<file path="src/rtl/core_ctrl_fsm.sv">
// core_ctrl_fsm: multi-cycle RV32I sequencer.
// Steps FETCH/DECODE/EXECUTE/MEM/WB and latches a sticky trap.
module core_ctrl_fsm #(
  parameter int unsigned TIMEOUT = 16
) (
  input  logic       clk_i,
  input  logic       rst_ni,
  input  logic [6:0] opcode_i,
  input  logic       branch_taken_i,
  input  logic       imem_rvalid_i,
  input  logic       dmem_rvalid_i,
  output logic       imem_req_o,
  output logic       dmem_req_o,
  output logic       dmem_we_o,
  output logic       ir_we_o,
  output logic       pc_we_o,
  output logic [1:0] pc_sel_o,
  output logic       alu_b_sel_o,
  output logic       rf_we_o,
  output logic [1:0] wb_sel_o,
  output logic       trap_o,
  output logic [1:0] trap_cause_o
);

  localparam int unsigned CW = $clog2(TIMEOUT);
  localparam logic [CW-1:0] CNT_LAST = CW'(TIMEOUT - 1);

  localparam logic [6:0] OPC_OP     = 7'b0110011;
  localparam logic [6:0] OPC_OPIMM  = 7'b0010011;
  localparam logic [6:0] OPC_LOAD   = 7'b0000011;
  localparam logic [6:0] OPC_STORE  = 7'b0100011;
  localparam logic [6:0] OPC_BRANCH = 7'b1100011;
  localparam logic [6:0] OPC_JAL    = 7'b1101111;
  localparam logic [6:0] OPC_JALR   = 7'b1100111;
  localparam logic [6:0] OPC_LUI    = 7'b0110111;
  localparam logic [6:0] OPC_AUIPC  = 7'b0010111;

  localparam logic [1:0] CAUSE_ILL  = 2'd1;
  localparam logic [1:0] CAUSE_IMEM = 2'd2;
  localparam logic [1:0] CAUSE_DMEM = 2'd3;

  localparam logic [1:0] PC_SEQ = 2'd0;
  localparam logic [1:0] PC_IMM = 2'd1;
  localparam logic [1:0] PC_ALU = 2'd2;

  localparam logic [1:0] WB_ALU = 2'd0;
  localparam logic [1:0] WB_MEM = 2'd1;
  localparam logic [1:0] WB_PC4 = 2'd2;
  localparam logic [1:0] WB_IMM = 2'd3;

  typedef enum logic [2:0] {
    S_FETCH,
    S_DECODE,
    S_EXEC,
    S_MEM,
    S_WB,
    S_TRAP
  } state_t;

  state_t        r_state;
  state_t        w_state_nxt;
  logic [CW-1:0] r_cnt;
  logic [CW-1:0] w_cnt_nxt;
  logic          w_cnt_inc;
  logic [1:0]    r_cause;
  logic [1:0]    w_cause_nxt;

  logic w_is_op;
  logic w_is_opimm;
  logic w_is_load;
  logic w_is_store;
  logic w_is_branch;
  logic w_is_jal;
  logic w_is_jalr;
  logic w_is_lui;
  logic w_is_auipc;
  logic w_legal;

  assign w_is_op     = (opcode_i == OPC_OP);
  assign w_is_opimm  = (opcode_i == OPC_OPIMM);
  assign w_is_load   = (opcode_i == OPC_LOAD);
  assign w_is_store  = (opcode_i == OPC_STORE);
  assign w_is_branch = (opcode_i == OPC_BRANCH);
  assign w_is_jal    = (opcode_i == OPC_JAL);
  assign w_is_jalr   = (opcode_i == OPC_JALR);
  assign w_is_lui    = (opcode_i == OPC_LUI);
  assign w_is_auipc  = (opcode_i == OPC_AUIPC);

  assign w_legal = w_is_op | w_is_opimm | w_is_load
                 | w_is_store | w_is_branch | w_is_jal
                 | w_is_jalr | w_is_lui | w_is_auipc;

  always_ff @(posedge clk_i or negedge rst_ni) begin
    if (!rst_ni) begin
      r_state <= S_FETCH;
      r_cnt   <= '0;
      r_cause <= 2'd0;
    end else begin
      r_state <= w_state_nxt;
      r_cnt   <= w_cnt_nxt;
      r_cause <= w_cause_nxt;
    end
  end

  always_comb begin
    w_state_nxt = r_state;
    w_cause_nxt = r_cause;
    w_cnt_inc   = 1'b0;
    imem_req_o  = 1'b0;
    dmem_req_o  = 1'b0;
    dmem_we_o   = 1'b0;
    ir_we_o     = 1'b0;
    pc_we_o     = 1'b0;
    pc_sel_o    = PC_SEQ;
    alu_b_sel_o = 1'b0;
    rf_we_o     = 1'b0;
    wb_sel_o    = WB_ALU;
    unique case (r_state)
      S_FETCH: begin
        imem_req_o = 1'b1;
        if (imem_rvalid_i) begin
          ir_we_o     = 1'b1;
          w_state_nxt = S_DECODE;
        end else if (r_cnt == CNT_LAST) begin
          w_state_nxt = S_TRAP;
          w_cause_nxt = CAUSE_IMEM;
        end else begin
          w_cnt_inc = 1'b1;
        end
      end
      S_DECODE: begin
        if (w_legal) begin
          w_state_nxt = S_EXEC;
        end else begin
          w_state_nxt = S_TRAP;
          w_cause_nxt = CAUSE_ILL;
        end
      end
      S_EXEC: begin
        alu_b_sel_o = ~(w_is_op | w_is_branch);
        if (w_is_branch) begin
          pc_we_o     = 1'b1;
          pc_sel_o    = branch_taken_i ? PC_IMM : PC_SEQ;
          w_state_nxt = S_FETCH;
        end else if (w_is_load | w_is_store) begin
          w_state_nxt = S_MEM;
        end else begin
          w_state_nxt = S_WB;
        end
      end
      S_MEM: begin
        dmem_req_o = 1'b1;
        dmem_we_o  = w_is_store;
        if (dmem_rvalid_i) begin
          if (w_is_store) begin
            pc_we_o     = 1'b1;
            w_state_nxt = S_FETCH;
          end else begin
            w_state_nxt = S_WB;
          end
        end else if (r_cnt == CNT_LAST) begin
          w_state_nxt = S_TRAP;
          w_cause_nxt = CAUSE_DMEM;
        end else begin
          w_cnt_inc = 1'b1;
        end
      end
      S_WB: begin
        rf_we_o     = 1'b1;
        pc_we_o     = 1'b1;
        w_state_nxt = S_FETCH;
        unique case (1'b1)
          w_is_load:            wb_sel_o = WB_MEM;
          w_is_jal, w_is_jalr:  wb_sel_o = WB_PC4;
          w_is_lui:             wb_sel_o = WB_IMM;
          default:              wb_sel_o = WB_ALU;
        endcase
        unique case (1'b1)
          w_is_jal:  pc_sel_o = PC_IMM;
          w_is_jalr: pc_sel_o = PC_ALU;
          default:   pc_sel_o = PC_SEQ;
        endcase
      end
      S_TRAP: begin
        w_state_nxt = S_TRAP;
      end
      default: begin
        w_state_nxt = S_FETCH;
      end
    endcase
  end

  // Wait counter restarts on every state change.
  always_comb begin
    w_cnt_nxt = r_cnt;
    if (w_state_nxt != r_state) begin
      w_cnt_nxt = '0;
    end else if (w_cnt_inc) begin
      w_cnt_nxt = r_cnt + CW'(1);
    end
  end

  assign trap_o       = (r_state == S_TRAP);
  assign trap_cause_o = r_cause;

endmodule
</file>
<file path="config.mk">
export PLATFORM = sky130hd
export DESIGN_NAME = core_ctrl_fsm
export DESIGN_NICKNAME = d
export VERILOG_FILES = /design/src/rtl/core_ctrl_fsm.sv
export SDC_FILE = /design/constraint.sdc
export NUM_CORES = 1
export LEC_CHECK = 0
export CORE_MARGIN = 2
export CORE_UTILIZATION = 40
export DETAILED_ROUTE_END_ITERATION = 8
export HOLD_SLACK_MARGIN = 0.05
export PLACE_DENSITY_LB_ADDON = 0.12
export SLEW_MARGIN = 25
export SYNTH_ARGS = -nofsm -noshare
export SYNTH_HDL_FRONTEND = slang
export SYNTH_SLANG_ARGS = --single-unit
</file>
<file path="constraint.sdc">
create_clock -name clk_i -period 1.55 [get_ports clk_i]
set_input_delay 0.31 -clock clk_i [delete_from_list [all_inputs] [get_ports clk_i]]
set_output_delay 0.31 -clock clk_i [all_outputs]
set_load 0.03 [all_outputs]
</file>
* After elaboration in Yosys (flattened, before gate mapping)
Index checks and enable logic that the tools add are counted.
** Word-level totals
- Bits in registers :: 9
- Latch bits :: 0
- Memory bits (writable) :: 0
- Memory bits (read-only) :: 0
- Input port bits :: 12
- Logic and storage cells :: 78
- Memories :: 0
** Operators by class
- Add/subtract/negate cells :: 1
- $mul :: 0
- Div/mod/pow operators :: 0
- $lt $le $gt $ge :: 0
- Equal/unequal tests :: 21
- Shift operators :: 0
- Multiplexer cells :: 37
- Bitwise logic cells :: 11
- Reduce and logical (&&, ||, !) cells :: 5
** Operator list (number)
- 7-bit by 6-bit equality test with 1-bit output (second input constant) :: 3
- 7-bit equality test (second input constant) :: 3
- 3-bit two-way mux :: 7
- 1-bit two-way mux :: 15
- 3-bit case mux with 5 select lines :: 1
- 7-bit by 5-bit equality test with 1-bit output (second input constant) :: 2
- 2-bit two-way mux :: 6
- 2-bit case mux with 3 select lines :: 2
- 2-bit != test (second input constant) :: 5
- 1-bit bitwise OR :: 10
- 4-bit two-way mux :: 2
- 2-bit case mux with 2 select lines :: 2
- 7-bit by 2-bit equality test with 1-bit output (second input constant) :: 1
- 3-bit by 2-bit equality test with 1-bit output (second input constant) :: 2
- 3-bit equality test (second input constant) :: 2
- 6-bit AND reduction :: 1
- 4-bit by 1-bit adder with 4-bit output (second input constant) :: 1
- 4-bit equality test (second input constant) :: 1
- 3-bit by 1-bit equality test with 1-bit output (second input constant) :: 1
- 3-bit logical NOT :: 1
- 3-bit != test :: 1
- 1-bit case mux with 3 select lines :: 1
- 3-bit nonzero test :: 1
- 1-bit case mux with 2 select lines :: 1
- other kinds (3) :: 3

* Depth between registers and ports, before layout
- Depth in word-level cells :: 13
- Depth in mapped cells :: 6

* Worst setup path before layout
No wires, ideal clock.
- Path type :: register to output
- Start point :: register r_state[0]
- End point :: output port pc_we_o
- Data arrival time :: 2.150 ns
- Setup slack :: -0.910 ns
- Stages on the path, launching flop included :: 7
- Path buffers :: 1
- Cell sequence :: dfrtp_1 buf_4 and2b_1 nand2_1 nor4_1 nand2_1 nand2_1
** On the way
- Word-level cells in the longest chain between the ends :: 2
- Elaborated cells between the ends (all ways) :: 4
- Those cells by class :: 3 x eq/ne; 1 x mux
** Ends and longest elaborated chain
- start: declaration :: RTL line 60 : state_t r_state;
- start signal: assignment :: RTL line 99 : r_state <= w_state_nxt;
- 3-bit equality test / 3-bit by 2-bit equality test with 1-bit output (equally long branches) :: RTL line 118 : unique case (r_state)
- 1-bit case mux with 3 select lines (*) :: RTL line 118
- end: declaration :: RTL line 16 : output logic pc_we_o,
Mark *: on every way between the ends. The rest lies on a longest branch, timed or not.

* Worst setup path after layout
- Start point :: register r_state[2]
- End point :: output port ir_we_o
** On the way
- Word-level cells in the longest chain between the ends :: 2
** Ends and longest elaborated chain
- 3-bit logical NOT :: RTL line 118
- 1-bit two-way mux :: RTL line 118
- end: declaration :: RTL line 15 : output logic ir_we_o,
Every way passes these cells.

==> metrics.log <==
INFO  metric run_status = complete, but fails checks
INFO  metric failed_checks = setup timing
INFO  metric max_slew_violation_total_from_the_final_report = 0
INFO  metric top_level_ports = 26
INFO  metric cp_top_family = buffers and inverters
INFO  metric synthesis.area_per_instance = 8.54 sq um
INFO  metric die-area = 0.00273 sq mm
INFO  metric start_util = 0.421
INFO  metric slew_headroom = 0.716
INFO  metric nNetsFinal = 186
INFO  metric gr-max-usage-layer = met2
INFO  metric detail_route.first_pass.iterations = 4
INFO  metric cts_buffers = 3
INFO  metric post_route_cells_drive_above_1_share = 0.605
INFO  metric fin_skew = 0.00479 ns
INFO  metric core = 0.00221 sq mm
INFO  metric cp-end-kind = primary output
INFO  metric worst_r2r_src = r_state[1]
INFO  metric chipWidth = 52.2 um
INFO  metric critPathMaxStageDelay = 0.45 ns
INFO  metric timing.critical_path.arrival = 1.63 ns
INFO  metric clk_transition_reported_paths = 0.07 ns
INFO  metric yosys_warnings = 0
INFO  metric cp_common_cell = sky130_fd_sc_hd__buf_6
INFO  metric crit_end = ir_we_o
INFO  metric ys_seq_elements = 9
INFO  metric synth_top_cell_area_share = 0.242
INFO  metric ctsLongestPathBuffers = 2
INFO  metric route.vias.total = 1115
INFO  metric met1_use_gr = 0.293
INFO  metric grt.total_usage = 0.264
INFO  metric ratio_of_final_minimum_period_to_clock_period = 1.25
INFO  metric final_setup_violation_count = 17
INFO  metric synth_cells = 109
INFO  metric core.rowCount = 17
INFO  metric dpl-instance-area = 0.00143 sq mm
INFO  metric worst_reg_to_reg_setup_slack = -0.21 ns
INFO  metric initial_antenna_violation_count = 0
INFO  metric synth.net_count = 122
INFO  metric final_cell_area = 0.00175 sq mm
INFO  metric max_freq = 0.515 GHz
INFO  metric detail_route.iter0.violations = 21
INFO  metric yosysMostFrequentCell = sky130_fd_sc_hd__nand2_1
INFO  metric wire_length_of_the_first_global_routing_pass = 5.15 mm
INFO  metric synth_top_cells_by_area = sky130_fd_sc_hd__dfrtp_1 (24%), sky130_fd_sc_hd__nand2_1 (4.8%), sky130_fd_sc_hd__o21ai_2 (3.8%), sky130_fd_sc_hd__nor3_1 (3.2%), sky130_fd_sc_hd__o21ai_0 (3.2%)
INFO  metric yosys.cell_types.count = 49
INFO  metric grt_start_max_net_pins = 10
INFO  metric met2_usage = 0.487
INFO  metric finalHoldViolations = 0
INFO  metric seq_area_frac_synth = 0.242
INFO  metric fin_crit = 1.94 ns
INFO  metric setup_ws = -0.392 ns
INFO  metric startpoint_type_of_the_worst_setup_path = flop
INFO  metric fp.dieH = 52.2 um
INFO  metric max-vdd-ir-drop = 0.796 mV
INFO  metric cp-startpoint = r_state[2]
INFO  metric antennaDiodeCount = 0
INFO  metric place_hpwl = 2.22 mm
INFO  metric drc = 0
INFO  metric cp_class = flop to primary output
INFO  metric drt-wirelength-per-cell = 16.7 um
INFO  metric grt_pass1_vias = 1156
INFO  metric timing.rr.end = r_cnt[2]
INFO  metric syn_area = 931 sq um
INFO  metric critical_path_cell_count = 6
INFO  metric cts_num_sinks = 9
INFO  metric critPathRequiredTime = 1.24 ns
INFO  metric min_path_type = primary input to asynchronous set/reset pin
INFO  metric finalCoreUtilization = 0.792
INFO  metric totalWireLength = 3.34 mm
INFO  metric finalPower = 2000 uW
INFO  metric count_of_flip_flops_with_a_built_in_enable_after_synthesis = 0
INFO  metric number_of_cells_on_the_worst_reg_to_reg_path = 8
INFO  metric postSynth.topFlopCell = sky130_fd_sc_hd__dfrtp_1
INFO  metric cp.buffers_inverters = 4
INFO  metric layout_overhead_on_the_synthesized_area = 88.3%
INFO  metric clk_root_buffer_cell = sky130_fd_sc_hd__clkbuf_4
INFO  metric synth_area_leader_cell = sky130_fd_sc_hd__dfrtp_1
INFO  metric synthArstFlopShare = 1.00
INFO  metric grtUsageMet3 = 0.0286
INFO  metric preCtsSetupSlack = -0.538 ns
INFO  metric antenna_left = 0
INFO  metric path_cells = buf_4 -> buf_6 -> buf_6 -> nor3_4 -> and2_4 -> buf_6
INFO  metric tritoncts_clock_tree = done
INFO  metric overflow = 0
INFO  metric rsz0062_at_grt = true
INFO  metric powerDensity = 1140 mW/mm^2
INFO  metric filler_cell_count = 147
INFO  metric worstSkewPairLatency = 0.28 ns
INFO  metric worst_pin_slew = 0.424 ns
INFO  metric maximum_fanout_along_the_worst_path = 7
INFO  metric post_drt_via_cell_ratio = 5.58
INFO  metric netlist_top_cells_count = sky130_fd_sc_hd__nand2_1 (12), sky130_fd_sc_hd__dfrtp_1 (9), sky130_fd_sc_hd__nor3_1 (6), sky130_fd_sc_hd__o21ai_0 (6), sky130_fd_sc_hd__nor2_1 (5)
INFO  metric cts-htree-levels = 1
INFO  metric static-leakage-power = 0.000743 uW
INFO  metric max_cap_violations = 0
INFO  metric numPortBuffers = 25
INFO  metric place.gp.congestion = 0.807
INFO  metric cpMaxStageDelayCell = sky130_fd_sc_hd__dfrtp_2
worst min path at each step:
stage                               start         endpoint  cells past startpoint
after global routing               rst_ni  trap_cause_o[0]                      1
final                              rst_ni       r_state[0]                      1
after global placement    trap_cause_o[1]  trap_cause_o[1]                      2
after detailed placement  trap_cause_o[0]  trap_cause_o[0]                      1
after floorplan                    rst_ni         r_cnt[0]                      0
after CTS                          rst_ni       r_state[1]                      1
state kept, by name (all words and copies together), names as in the netlist:
| name | flops |
|---|---|
| trap_cause_o | 2 |
| r_cnt | 4 |
| r_state | 3 |
metrics by stage:
| step | hold WS, ns | TNS [ns] | std cells |
|---|---|---|---|
| final | 0.328 | -4.11 | 200 |
| after global routing | 0.354 | -4.97 | 200 |
| after CTS | 0.355 | -2.99 | 197 |
| after detailed placement | 0.504 | -7.36 | 183 |
| after floorplan | 0.0144 | -1.17 | 109 |
| after global placement | 0.489 | -7.06 | 183 |
layer usage:
metal / up-vias / routed length [um]
li1: 540 / -
met1: 537 / 1370
met2: 31 / 1770
met3: 7 / 99
met4: 0 / 99
met5: - / 0
repair_timing:
action                                  CTS  global route
cloned                                    0             0
setup buffers                            11             3
hold endpoints to repair                  0             0
pin swaps                                12             3
gates resized for setup                  45            12
hold buffers                              0             0
endpoints found under the setup margin   23            20
logic make-up (layout without fill, tap and decap cells):
family	Yosys count	in the layout	share of synthesized area
DFF	9	9	0.242
adders and majority gates	1	1	0.0134
AOI/OAI and AO/OA	35	35	0.284
buffers and inverters	9	72	0.0537
muxes	3	3	0.0349
and+or+nand+nor	50	50	0.353
xor gates and xnor gates	2	2	0.0188
report_power, final:
part	switching (uW)	internal, uW	leakage (uW)
clock	101	96.0	0.0000177
sequential	63.0	282	0.000113
combinational	732	726	0.000613
cell type report:
| type | instances | area (sq um) | area share |
|---|---|---|---|
| multi-input cells | 91 | 871 | 0.497 |
| inverters | 5 | 18.8 | 0.0107 |
| clock buffers | 3 | 22.5 | 0.0128 |
| clock inverters | 1 | 5.00 | 0.00286 |
| repair buffers | 63 | 573 | 0.327 |
| well taps | 28 | 35.0 | 0.0200 |
| flip-flops and latches | 9 | 228 | 0.130 |
cell usage in the layout (no fill, tap or decap), types with 2 or more instances in the layout:
cell                              synthesis  final
sky130_fd_sc_hd__clkbuf_4                 0      3
sky130_fd_sc_hd__nor2_1                   5      2
sky130_fd_sc_hd__o21a_1                   3      3
sky130_fd_sc_hd__nor2_4                   0      2
sky130_fd_sc_hd__o21ai_0                  6      5
sky130_fd_sc_hd__a31oi_4                  0      2
sky130_fd_sc_hd__clkdlybuf4s50_1          0      4
sky130_fd_sc_hd__nand2_2                  0      4
sky130_fd_sc_hd__dfrtp_2                  0      2
sky130_fd_sc_hd__a32oi_2                  0      2
sky130_fd_sc_hd__nor3_2                   0      2
sky130_fd_sc_hd__xnor2_1                  2      2
sky130_fd_sc_hd__o21ai_2                  4      3
sky130_fd_sc_hd__a211oi_2                 2      4
sky130_fd_sc_hd__a21oi_1                  2      2
sky130_fd_sc_hd__o21ai_1                  2      2
sky130_fd_sc_hd__o21ai_4                  0      2
sky130_fd_sc_hd__and3_4                   0      2
sky130_fd_sc_hd__buf_6                    1     21
sky130_fd_sc_hd__nor3_4                   1      4
sky130_fd_sc_hd__nand3_1                  4      4
sky130_fd_sc_hd__dfrtp_1                  9      7
sky130_fd_sc_hd__buf_4                    2     29
sky130_fd_sc_hd__inv_1                    4      2
sky130_fd_sc_hd__and4bb_1                 2      2
sky130_fd_sc_hd__nand2b_1                 3      2
sky130_fd_sc_hd__and2b_1                  2      2
sky130_fd_sc_hd__inv_2                    1      3
sky130_fd_sc_hd__dlygate4sd2_1            0      9
sky130_fd_sc_hd__nand2_1                 12      7
No activity file was read; power rests on OpenSTA's default activity.
